==> config.mk <==
export PLATFORM = sky130hd
export DESIGN_NAME = mul_seq
export DESIGN_NICKNAME = d
export VERILOG_FILES = /design/src/rtl/mul_seq.sv
export SDC_FILE = /design/constraint.sdc
export NUM_CORES = 1
export LEC_CHECK = 0
export CAP_MARGIN = 20
export CORE_MARGIN = 2
export CORE_UTILIZATION = 50
export DETAILED_ROUTE_END_ITERATION = 16
export PLACE_DENSITY = 0.71
export SETUP_SLACK_MARGIN = 0.5
export SYNTH_ARGS = -nofsm -noshare
export SYNTH_HDL_FRONTEND = slang
export SYNTH_SLANG_ARGS = --single-unit
==> constraint.sdc <==
create_clock -name Clk -period 3.85 [get_ports Clk]
set_clock_uncertainty 0.05 [all_clocks]
set_input_delay 1.155 -clock Clk [delete_from_list [all_inputs] [get_ports Clk]]
set_output_delay 1.155 -clock Clk [all_outputs]
set_load 0.005 [all_outputs]
==> src/rtl/mul_seq.sv <==
// Iterative shift-and-add unsigned multiplier: one product bit-step per clock,
// fixed DATAWIDTH-cycle latency, truncated product plus overflow flag.
module mul_seq #(
    parameter int DATAWIDTH = 16
) (
    input  logic                 Clk,
    input  logic                 Rst,
    input  logic                 start,
    input  logic [DATAWIDTH-1:0] a,
    input  logic [DATAWIDTH-1:0] b,
    output logic                 busy,
    output logic                 done,
    output logic [DATAWIDTH-1:0] prod,
    output logic                 ovf
);

    localparam int CW = $clog2(DATAWIDTH) + 1;

    localparam logic [1:0] IDLE = 2'd0;
    localparam logic [1:0] RUN  = 2'd1;
    localparam logic [1:0] DONE = 2'd2;

    logic [1:0]             state;
    logic [2*DATAWIDTH-1:0] mcand;
    logic [2*DATAWIDTH-1:0] acc;
    logic [2*DATAWIDTH-1:0] acc_next;
    logic [DATAWIDTH-1:0]   mpr;
    logic [CW-1:0]          cnt;
    logic                   last;

    always_comb begin
        acc_next = mpr[0] ? acc + mcand : acc;
        last     = (cnt == CW'(DATAWIDTH - 1));
    end

    always_ff @(posedge Clk) begin
        if (Rst) begin
            state <= IDLE;
            busy  <= 1'b0;
            done  <= 1'b0;
            prod  <= '0;
            ovf   <= 1'b0;
            mcand <= '0;
            mpr   <= '0;
            acc   <= '0;
            cnt   <= '0;
        end else begin
            case (state)
                IDLE, DONE: begin
                    done <= 1'b0;
                    if (start) begin
                        mcand <= {{DATAWIDTH{1'b0}}, a};
                        mpr   <= b;
                        acc   <= '0;
                        cnt   <= '0;
                        busy  <= 1'b1;
                        state <= RUN;
                    end else begin
                        busy  <= 1'b0;
                        state <= IDLE;
                    end
                end
                RUN: begin
                    acc   <= acc_next;
                    mcand <= mcand << 1;
                    mpr   <= mpr >> 1;
                    cnt   <= cnt + 1'b1;
                    // Result registers update only here, so a new start never disturbs them.
                    if (last) begin
                        prod  <= acc_next[DATAWIDTH-1:0];
                        ovf   <= |acc_next[2*DATAWIDTH-1:DATAWIDTH];
                        busy  <= 1'b0;
                        done  <= 1'b1;
                        state <= DONE;
                    end
                end
                default: begin
                    busy  <= 1'b0;
                    done  <= 1'b0;
                    state <= IDLE;
                end
            endcase
        end
    end

endmodule

== After elaboration in Yosys (flattened, before gate mapping) ==
Cells that the tools add are included.

* Eq/ne operators: 5
* Reduce and logical (&&, ||, !) cells: 7
* Multiplexer cells: 15
* $add $sub $neg: 2
* Bitwise gates (word level): 1

{| class="wikitable"
|+ Operators with widths
! cell !! number
|-
| case mux 32 bit (2 select lines) || 2
|-
| two-way mux 32 bit || 3
|-
| adder 32 bit || 1
|-
| case mux 16 bit (2 select lines) || 1
|-
| two-way mux 16 bit || 1
|-
| OR reduction 16 bit || 1
|-
| case mux 5 bit (2 select lines) || 1
|-
| adder 5 x 1 -> 5 bit (second input constant) || 1
|-
| equality test 5 x 4 -> 1 bit (second input constant) || 1
|-
| two-way mux 5 bit || 1
|-
| inequality test 2 bit (second input constant) || 2
|-
| case mux 2 bit (2 select lines) || 1
|-
| AND reduction 2 bit || 2
|-
| OR reduction 2 bit || 2
|-
| two-way mux 1 bit || 3
|-
| equality test 2 x 1 -> 1 bit (second input constant) || 1
|-
| equality test 2 bit (second input constant) || 1
|-
| logical NOT 2 bit || 1
|-
| two-way mux 2 bit || 1
|-
| case mux 1 bit (2 select lines) || 1
|-
| nonzero test 2 bit || 1
|-
| inverter 1 bit || 1
|}

* Bits of input ports: 35
* Logic and storage cells: 39
* Register bits after elaboration: 106

== Depth between registers and ports, before layout ==
Gate-level depths: netlist of run 1.

* Depth after elaboration: 4
* Gate-level depth with buffers: 13

== Worst setup path after synthesis of run 1 ==
No wires, ideal clock.

* Path type: flip-flop to flip-flop
* Start point: register mcand[0]
* End point: register ovf
* Library setup time: 0.122 ns
* Data required time: 3.678 ns
* Cell stages (with the launch flop): 13
* Path slack: 0.772 ns
* Period minus slack after synthesis: 3.078 ns
* Arrival: 2.906 ns
* Path buffers: 0
* Cell sequence: dfxtp_1 -> ha_1 -> fa_1 -> a211o_1 -> a31oi_2 -> or3_2 -> nand2_1 -> a21boi_1 -> mux2i_1 -> or4_1 -> nor4_1 -> o2111a_1 -> a211oi_2

* Cells in the longest elaborated chain, start to end: 3

{| class="wikitable"
|+ Ends and longest elaborated chain
! element !! RTL line !! text
|-
| from (decl) || 24 || <nowiki>logic [2*DATAWIDTH-1:0] mcand;</nowiki>
|-
| from (signal assigned) || 52 || <nowiki>mcand <= {{DATAWIDTH{1'b0}}, a};</nowiki>
|-
| from (signal assigned) || 65 || <nowiki>mcand <= mcand << 1;</nowiki>
|-
| adder 32 bit || 32 || <nowiki>acc_next = mpr[0] ? acc + mcand : acc;</nowiki>
|-
| two-way mux 32 bit || 32 ||
|-
| OR reduction 16 bit || 71 || <nowiki>ovf <= |acc_next[2*DATAWIDTH-1:DATAWIDTH];</nowiki>
|-
| to (signal assigned) || 71 ||
|-
| to (decl) || 14 || <nowiki>output logic ovf</nowiki>
|}

No other way between the ends.
A chain may end at the register's enable or synchronous reset.

== Worst setup path after layout of run 1 ==
Same ends and word-level chain as after synthesis.

==> summary.md, run 1 <==
| Metric | Value |
|---|---|
| VDD IR-drop max | 411 uV |
| Synth Flop Type | dfxtp_1 |
| Fmax | 314 MHz |
| Drt total wl | between 10000 and 15000 microns |
| # rows | 39 |
| DR vias | 5133 |
| Largest net degree at the start of global routing | 44 |
| Synth top area share | 36.9% |
| Unrepaired setup endpoints after global routing | false |
| DR WL/cell | 16.9 microns |
| Top Layer Used | met4 |
| Cell variety after synth | 65 |
| Cell with the most instances after synthesis | dfxtp_1 |
| Syn Area/Cell | 8.49 sq um |
| Post-DP HPWL | around 10000 microns |
| Fin crit share | between 80% and 90% |
| Die Wd | 111 microns |
| Clk sink count | approximately 110 |
| Synth top area cells | dfxtp_1 (37%), ha_1 (7.2%), a22o_1 (4.4%), nand2_1 (4.4%), nor2_1 (4.0%) |
| Total GRT Usage | 23.6% |
| Critical path buffers and inverters | 0 |
| Slew @ Worst Pin | 1120 ps |
| # DRC | 0 |
| Post-synth top cells | dfxtp_1 (106), nand2_1 (67), nor2_1 (62) |
| Critical path's largest stage delay | 370 ps |
| Critical path, cell by cell | ha_2, fa_2, a211o_1, a31oi_4, or3_4, a21oi_4, a211oi_4, xnor2_1, mux2_4, a2111oi_4, o2111a_1, a211oi_2 |
| Vias in the first global route | 4974 |
| Hold_buf cts | 0 |
| TNS Setup | 0 ps |
| Clk root buf | clkbuf_16 |
| P per Cell Area | 350 nW/um^2 |
| Post-Syn Area | 5750 sq um |
| Hold Path Class | reg2reg |
| Cells after Synth | about 680 |
| Via-to-Cell Ratio | 5.98 |
| Synth-to-Final Area Change | 17.3% |
| Cell taking the most area after synthesis | dfxtp_1 |
| Critical Path AT | 3370 ps |
| Mapped Nets | 746 |
| CTS Buf Count | 9 |
| Type of origin of the critical path | flip-flop |
| First-pass GRT wire length | 24200 microns |
| CP top delay family | compound AO/OA/AOI/OAI gates |
| P_leak | 2.58 nW |
| WL met2 | 6820 microns |
| Kind of critical path | reg2reg |
| Dpl cell area | 6340 sq um |
| Worst Path Required | 4030 ps |
| Number of DRC markers in iteration 0 | 270 |
| Number of synthesized flops with an enable pin | 0 |
| Die height | between 100 and 150 microns |
| Initial Util | 50.8% |
| Fin nets | 780 |
| Fin area | approximately 6700 sq um |
| IO Count | 54 |
| Final setup fails | 0 |
| Pre-antenna DRT Iters | 5 |
| Antenna Violating Nets Remaining | 0 |
| Clock Latency Late Sink | about 360 ps |
| N_diodes | 0 |
| Gpl congestion | 0.925 |
| Total gr overflow | 0 |
| Synth Register Bits | 106 |
| Port Buffers | 53 |
| Max Slew Vio Count | 0 |
| Maximum root-to-sink buffer count | 2 |
| Worst-path clk slew | 70 ps |
| CTS tree | built |
| Max-cap violation count | 0 |
| CP Max Fanout | 4 |
| Sequential fraction of the synthesis area | 36.9% |
| Slew headroom | 25.6% |
| Fraction of layout cells with a size suffix above 1 | 8.53% |
| Critical path's slowest cell | fa_2 |
| Initial antenna violation count | 0 |
| Metal-1 WL | approximately 6700 microns |
| Run status | finished clean |
| Final Hold Fails | 0 |
| Synthesis Warnings | 0 |
| Ys async rst share | 0% |
| Die Area | 12400 sq um |
| Final Critical Period | approximately 3200 ps |
| Endpoint type of the worst setup path | flip-flop |
| Met3 routed WL | 763 microns |
| Core area | 11300 sq um |
| CTS H-tree depth | 3 |
[registers in the layout, summed over array words and instances, names as in the netlist]
| name | flops |
|---|---|
| cnt | 5 |
| mcand | 32 |
| acc | 32 |
| busy | 1 |
| state | 2 |
| done | 1 |
| ovf | 1 |
| prod | 16 |
| mpr | 16 |
[power by group]
group / internal (mW) / switching (mW) / leakage [nW] / total [mW]
sequential: 1.13 / 0.0435 / 0.861 / 1.17
clock: 0.511 / 0.423 / 0.143 / 0.934
combinational: 0.113 / 0.136 / 1.57 / 0.249
[cells in the final DEF (no fill, tap or decap), types with 8 or more instances in the layout]
master / instances
dfxtp_1: 105
nand2_1: 67
nor2_1: 59
clkdlybuf4s50_1: 52
a21oi_1: 44
o21ai_0: 43
ha_1: 31
a22o_1: 29
nor3_1: 25
xnor2_1: 19
o22ai_1: 18
a22oi_1: 17
a211oi_1: 17
mux2i_1: 13
buf_4: 12
inv_1: 11
o21bai_1: 10
nand3_1: 10
clkbuf_16: 9
nand4_1: 8
a21o_1: 8
nand2b_1: 8
[final timing paths]
kind	cells past startpoint	start	slack (ps)	to
max	12	mcand[0]	670	ovf
min	2	acc[2]	430	acc[2]
max reg2reg	12	mcand[0]	670	ovf
min reg2reg	2	acc[2]	430	acc[2]
[layout make-up]
class | count | area (sq um)
fillers | 1048 | 4580
multi-input cells | 518 | 3490
flip-flops and latches | 106 | 2120
repair buffers | 65 | 616
clock buffers | 11 | 233
well taps | 143 | 179
clock inverters | 4 | 58.8
inverters | 11 | 41.3
[cells by family (layout without fill, tap and decap cells)]
logic type	Yosys count	after routing	synth area share [%]
compound gates	227	227	27.1
xor+xnor	26	26	3.96
fa+ha+maj	34	34	7.53
buf+inv	53	91	3.92
flops	106	106	36.9
mux	20	20	3.70
simple gates	211	211	16.9
[what timing repair did]
item | CTS | global route
pin swaps | 0 | 10
setup endpoints to repair | 1 | 1
buffers inserted | 0 | 3
resized for setup | 1 | 17
[stage by stage]
step	instances	hold WS [ps]	setup WS [ps]	util (%)	total power [mW]
floorplan	677	375	772	-	1.35
global placement	839	385	549	56.0	1.44
detailed placement	840	409	459	56.0	1.44
CTS	855	426	505	58.7	2.37
global route	858	448	488	59.5	2.44
finish	858	430	667	59.5	2.36
[worst reg2reg max path: cells and delay by family, from the launching register on]
| kind | cells | cell delay [ps] |
|---|---|---|
| compound gates | 7 | 1530 |
| xor+xnor | 1 | 100 |
| fa+ha+maj | 2 | 580 |
| flops | 1 | 340 |
| mux | 1 | 290 |
| simple gates | 1 | 170 |
[per-layer routing]
metal / global-route usage, % / up-vias
met2: 38.6 / 148
met3: 4.54 / 16
met1: 31.6 / 2407
li1: - / 2562
met5: 0 / -
met4: 7.74 / 0
(Power assumes the default switching activity.)
==> inputs of run 2 (changes only) <==
--- a/config.mk
+++ b/config.mk
@@ -9,7 +9,7 @@
 export CORE_MARGIN = 2
 export CORE_UTILIZATION = 50
 export DETAILED_ROUTE_END_ITERATION = 16
-export PLACE_DENSITY = 0.71
+export PLACE_DENSITY = 0.74
 export SETUP_SLACK_MARGIN = 0.5
 export SYNTH_ARGS = -nofsm -noshare
 export SYNTH_HDL_FRONTEND = slang
==> constraint.sdc (replaced) <==
create_clock -name Clk -period 2.6 [get_ports Clk]
set_clock_uncertainty 0.05 [all_clocks]
set_input_delay 0.78 -clock Clk [delete_from_list [all_inputs] [get_ports Clk]]
set_output_delay 0.78 -clock Clk [all_outputs]
set_load 0.005 [all_outputs]
==> run 2 against run 1 <==
  * Die area unchanged
  * Utilization up 17 points
  * Sequential power up 47%
  * The run now ends with setup timing left
  * Largest cell class unchanged
  * Setup slack worse by 1200 ps
  * Critical path depth up 1
==> summary.md, run 2 (synthesized netlist as in run 1, its figures left out) <==
| Metric | Value |
|---|---|
| Synth-to-Final Area Change | 50.5% |
| Maximum root-to-sink buffer count | 2 |
| TNS Setup | -2570 ps |
| Number of DRC markers in iteration 0 | 377 |
| Commonest cells after routing, fill and taps aside | buf_4 (153), dfxtp_1 (94), nand2_1 (64) |
| Drt total wl | 18900 microns |
| Slew @ Worst Pin | between 400 and 500 ps |
| Fin area | 8650 sq um |
| # rows | 39 |
| Final setup fails | 11 |
| Switching part of the total | 27.9% |
| Final Hold Fails | 0 |
| Top flop regs | acc: 32 flops, mcand: 32 flops |
| N_diodes | 0 |
| Setup slack, reg-to-reg | -550 ps |
| CTS H-tree depth | 3 |
| Clk sink count | about 110 |
| DR WL/cell | 18.5 microns |
| Unrepaired setup endpoints after global routing | true |
| Initial antenna violation count | 0 |
| Vias in the first global route | 6122 |
| Pre-antenna DRT Iters | 5 |
| CP Max Fanout | 2 |
| Die Area | 12400 sq um |
| Worst-path clk slew | 80 ps |
| P per Cell Area | 414 nW/um^2 |
| Final Critical Period | 3150 ps |
| VDD IR-drop max | about 480 uV |
| Core area | 11300 sq um |
| DR vias | 6088 |
| Setup ws final | -548 ps |
| Worst Hold End | cnt[4] |
| CTS Buf Count | 9 |
| CTS tree | built |
| Cells on worst reg2reg path | 13 |
| First-pass GRT wire length | slightly below 30000 microns |
| Placed instance count | 981 |
| Fin nets | 943 |
| Hold Path Class | reg2reg |
| Final std cells w/o fill | approximately 1000 |
| Fmax | approximately 320 MHz |
| Total GRT Usage | 28.9% |
| NetSw | 0.998 mW |
| Largest net degree at the start of global routing | 42 |
| Run status | complete, but fails checks |
| Slew headroom | 67.2% |
| Reg-to-Reg End | ovf |
| Kind of critical path | reg2reg |
| Type of origin of the critical path | flip-flop |
| Post-DP HPWL | 12700 microns |
| P_leak | 3.55 nW |
| Fraction of layout cells with a size suffix above 1 | 35.2% |
| Antenna Violating Nets Remaining | 0 |
| # DRC | 0 |
| Port Buffers | 53 |
| Clock share of power | between 30% and 40% |
| Fin crit share | 121% |
| Total gr overflow | 0 |
| Hold_buf cts | 0 |
| R2r startpoint | mcand[0] |
| Pint | 2.59 mW |
| Reg power frac | 48.0% |
| Comb power frac | 14.3% |
| Max Slew Vio Count | 0 |
| Dpl cell area | ~7500 sq um |
| Hold Path Depth | 2 |
| Die Wd | approximately 110 microns |
| Endpoint type of the worst setup path | flip-flop |
| Most common cell after layout, fill and taps aside | buf_4 |
| Max-cap violation count | 0 |
| IO Count | 54 |
| CP startpoint | mcand[0] |
| Worst Path Required | 2790 ps |
| Violated checks | setup timing |
| Min-delay src | cnt[4] |
| Critical Path AT | between 3000 and 4000 ps |
| Via-to-Cell Ratio | just under 6 |
| Die height | 111 microns |
| Initial Util | 50.8% |
| Clk root buf | clkbuf_16 |
| Gpl congestion | about 0.93 |
| Clock Latency Late Sink | 370 ps |
[run 2: how the worst max path moves through the flow]
stage	end	cells after the start	slack, ps
after detailed placement	ovf	12	-540
after global routing	prod[14]	18	-640
after CTS	ovf	13	-440
final	ovf	13	-550
after global placement	ovf	12	-480
after floorplan	ovf	12	-340
[run 2: cell type report]
cell class                 count  area (sq um)
clock inverter                 7          62.6
clock buffer                   9           225
timing repair buffer         228          1930
fill                         766          2670
multi-input combinational    518          4080
tap                          143           179
sequential                   106          2140
inverter                      11          41.3
[run 2: metrics by stage]
stage | hold WS, ps | power, mW | setup slack [ps] | utilization, %
detailed placement | 397 | 2.22 | -541 | 66.4
finish | 416 | 3.58 | -548 | 76.4
CTS | 414 | 3.57 | -437 | 72.4
floorplan | 375 | 2.01 | -337 | -
global route | 446 | 3.70 | -637 | 76.4
global placement | 384 | 2.20 | -482 | 66.4
[run 2: worst max-delay path, stage by stage, from the launching register on]
cell and delay, ps:
dfxtp_2 340, ha_4 160, fa_2 350, a211o_1 350, a31oi_4 160, buf_6 120
nor3_2 30, nor2_2 200, a21oi_2 120, a221oi_2 310, xnor2_2 160, a2111oi_4 380
o2111a_1 240, a211oi_2 60
[run 2: power by group through the flow]
stage | clock network [mW] | logic, mW | registers, mW
after floorplan | 0 | 0.270 | 1.74
after global placement | 0 | 0.450 | 1.75
after detailed placement | 0 | 0.465 | 1.75
after CTS | 1.37 | 0.487 | 1.72
after global routing | 1.42 | 0.552 | 1.73
final | 1.35 | 0.511 | 1.72
[run 2: layer usage]
metal  track usage (%)  vias to the layer above  share of wire (%)  wire, microns
li1                  -                     2873                  -              -
met1              34.9                     2930                 42           7830
met2              50.5                      223                 49           9270
met3              5.96                       62                5.6           1050
met4              10.9                        0                3.7            704
met5                 0                        -                  0              0
[run 2: repair_timing]
action	4_1_cts	5_1_grt
pin swaps	24	35
resized for setup	69	79
endpoints found under the setup margin	38	46
buffers inserted	12	13
==> inputs of run 3 (changes only) <==
--- a/config.mk
+++ b/config.mk
@@ -9,7 +9,7 @@
 export CORE_MARGIN = 2
 export CORE_UTILIZATION = 50
 export DETAILED_ROUTE_END_ITERATION = 16
-export PLACE_DENSITY = 0.74
+export PLACE_DENSITY = 0.71
 export SETUP_SLACK_MARGIN = 0.5
 export SYNTH_ARGS = -nofsm -noshare
 export SYNTH_HDL_FRONTEND = slang
==> constraint.sdc (replaced) <==
create_clock -name Clk -period 4.1 [get_ports Clk]
set_clock_uncertainty 0.05 [all_clocks]
set_input_delay 1.23 -clock Clk [delete_from_list [all_inputs] [get_ports Clk]]
set_output_delay 1.23 -clock Clk [all_outputs]
set_load 0.005 [all_outputs]
==> run 3 against run 2 <==
  * The flow now finishes without violations
  * First-iteration DRC count is 33% lower
  * Largest cell class unchanged
  * Final cell count is 16% lower
  * Maximum frequency is 7.9% lower
  * Via count is 16% lower
  * Die area stayed put
  * Flip-flop and latch count stayed put
  * Wire length is 24% lower
  * Critical path depth is 1 lower
  * Non-clock buffer count is 166 lower
  * Largest power group unchanged
  * Total power is 39% lower
  * Utilization is 18 points lower
  * Sequential share of layout area is 7.3 points higher
==> summary.md, run 3 (synthesized netlist as in run 1, its figures left out) <==
| Metric | Value |
|---|---|
| Synth-to-Final Area Change | 15.6% |
| DR WL/cell | 16.7 microns |
| Critical path's slowest cell | fa_1 |
| Maximum root-to-sink buffer count | 2 |
| P per Cell Area | 328 nW/um^2 |
| Type of origin of the critical path | flip-flop |
| Die Area | 12400 sq um |
| Fmax | 292 MHz |
| Post-DP HPWL | 10500 microns |
| Commonest cells after routing, fill and taps aside | dfxtp_1 (105), nand2_1 (67), nor2_1 (60) |
| Critical Path AT | 3610 ps |
| Via-to-Cell Ratio | 5.97 |
| Fraction of layout cells with a size suffix above 1 | 6.73% |
| Final Critical Period | 3420 ps |
| Critical path, cell by cell | ha_1, fa_1, a211o_1, a31oi_4, o21ai_0, a21boi_1, o21ai_0, xnor2_1, a31oi_1, a2111oi_4, o2111a_1, a211oi_2 |
| Run status | finished clean |
| Clk sink count | between 100 and 150 |
| CP top delay family | compound AO/OA/AOI/OAI gates |
| N_diodes | 0 |
| # rows | 39 |
| Kind of critical path | reg2reg |
| Largest net degree at the start of global routing | 44 |
| Hold Path Class | reg2reg |
| Final setup fails | 0 |
| Critical path's largest stage delay | around 430 ps |
| FILL cells | 1038 |
| Gpl congestion | ~0.9 |
| First-pass GRT wire length | 23900 microns |
| TNS Setup | 0 ps |
| P_leak | ~2.5 nW |
| Clock Latency Late Sink | 360 ps |
| VDD IR-drop max | 350 uV |
| Unrepaired setup endpoints after global routing | false |
| Antenna Violating Nets Remaining | 0 |
| DR vias | 5114 |
| Total gr overflow | 0 |
| Clk root buf | clkbuf_16 |
| Die height | 111 microns |
| Worst-path clk slew | 70 ps |
| Endpoint type of the worst setup path | flip-flop |
| CTS tree | built |
| Total GRT Usage | 23.6% |
| Worst Path Required | between 4000 and 5000 ps |
| Top cell by count, worst path | o21ai_0 |
| Fin nets | slightly below 800 |
| Core area | 11300 sq um |
| Slew @ Worst Pin | 1060 ps |
| Most common cell after layout, fill and taps aside | dfxtp_1 |
| CTS H-tree depth | 3 |
| Die Wd | 111 microns |
| Top flop regs | acc: 32 flops, mcand: 32 flops |
| Hold_buf cts | 0 |
| Initial Util | 50.8% |
| Vias in the first global route | 4873 |
| Critical path buffers and inverters | 0 |
| Max Slew Vio Count | 0 |
| Fin crit share | 83.4% |
| IO Count | 54 |
| CP Max Fanout | 5 |
| Port Buffers | 53 |
| CTS Buf Count | 9 |
| Number of DRC markers in iteration 0 | 254 |
| Fin util | slightly below 60% |
| # DRC | 0 |
| Drt total wl | 14300 microns |
| Initial antenna violation count | 0 |
| Max-cap violation count | 0 |
| Final Hold Fails | 0 |
| Slew headroom | between 20 and 30% |
| Pre-antenna DRT Iters | 5 |
## run 3: final timing paths
path | start | to | slack (ps) | cells past startpoint
worst max register to register | mcand[0] | ovf | 680 | 12
worst min-delay path | cnt[4] | cnt[4] | 430 | 2
worst max-delay path | mcand[0] | ovf | 680 | 12
worst min register to register | cnt[4] | cnt[4] | 430 | 2
## run 3: worst register-to-register path: stages (launching register included)
cell and delay, ps:
dfxtp_1 340, ha_1 250, fa_1 430, a211o_1 340, a31oi_4 240, o21ai_0 180
a21boi_1 280, o21ai_0 160, xnor2_1 280, a31oi_1 180, a2111oi_4 260, o2111a_1 240
a211oi_2 60
## run 3: final cells by class
cell class                      instances  area, sq um  area share [%]
Clock inverter                          6         55.1           0.828
Tap cell                              143          179            2.69
Sequential cell                       106         2120            32.0
Clock buffer                           10          229            3.45
Timing Repair Buffer                   62          597            8.98
Inverter                               11         41.3           0.621
Multi-Input combinational cell        518         3420            51.5
## run 3: layer usage
metal  up-vias  global-route usage, %  wire length [microns]
met5         -                      0                      0
met4         0                   8.23                    242
met3        21                   4.59                    693
met2       145                   39.3                   6840
met1      2397                   30.6                   6530
li1       2551                      -                      -
## run 3: power breakdown
part | switching, mW | leakage [nW] | total, mW | internal, mW
registers | 0.0407 | 0.861 | 1.10 | 1.06
logic | 0.128 | 1.55 | 0.234 | 0.106
clock network | 0.419 | 0.139 | 0.845 | 0.426
## run 3: what timing repair did
action,CTS,global route
endpoints found under the setup margin,0,1
gates resized for setup,0,3
hold endpoints to repair,0,0
setup buffers,0,0
## run 3: through the flow
step / power [mW] / std cells / setup WS, ps / area [sq um] / hold WS, ps
after floorplan: 1.27 / 677 / 1020 / 5750 / 375
after global placement: 1.35 / 839 / 740 / 6330 / 384
after detailed placement: 1.35 / 839 / 620 / 6330 / 410
after CTS: 2.20 / 855 / 598 / 6620 / 429
after global routing: 2.27 / 856 / 551 / 6650 / 462
final: 2.18 / 856 / 680 / 6650 / 426
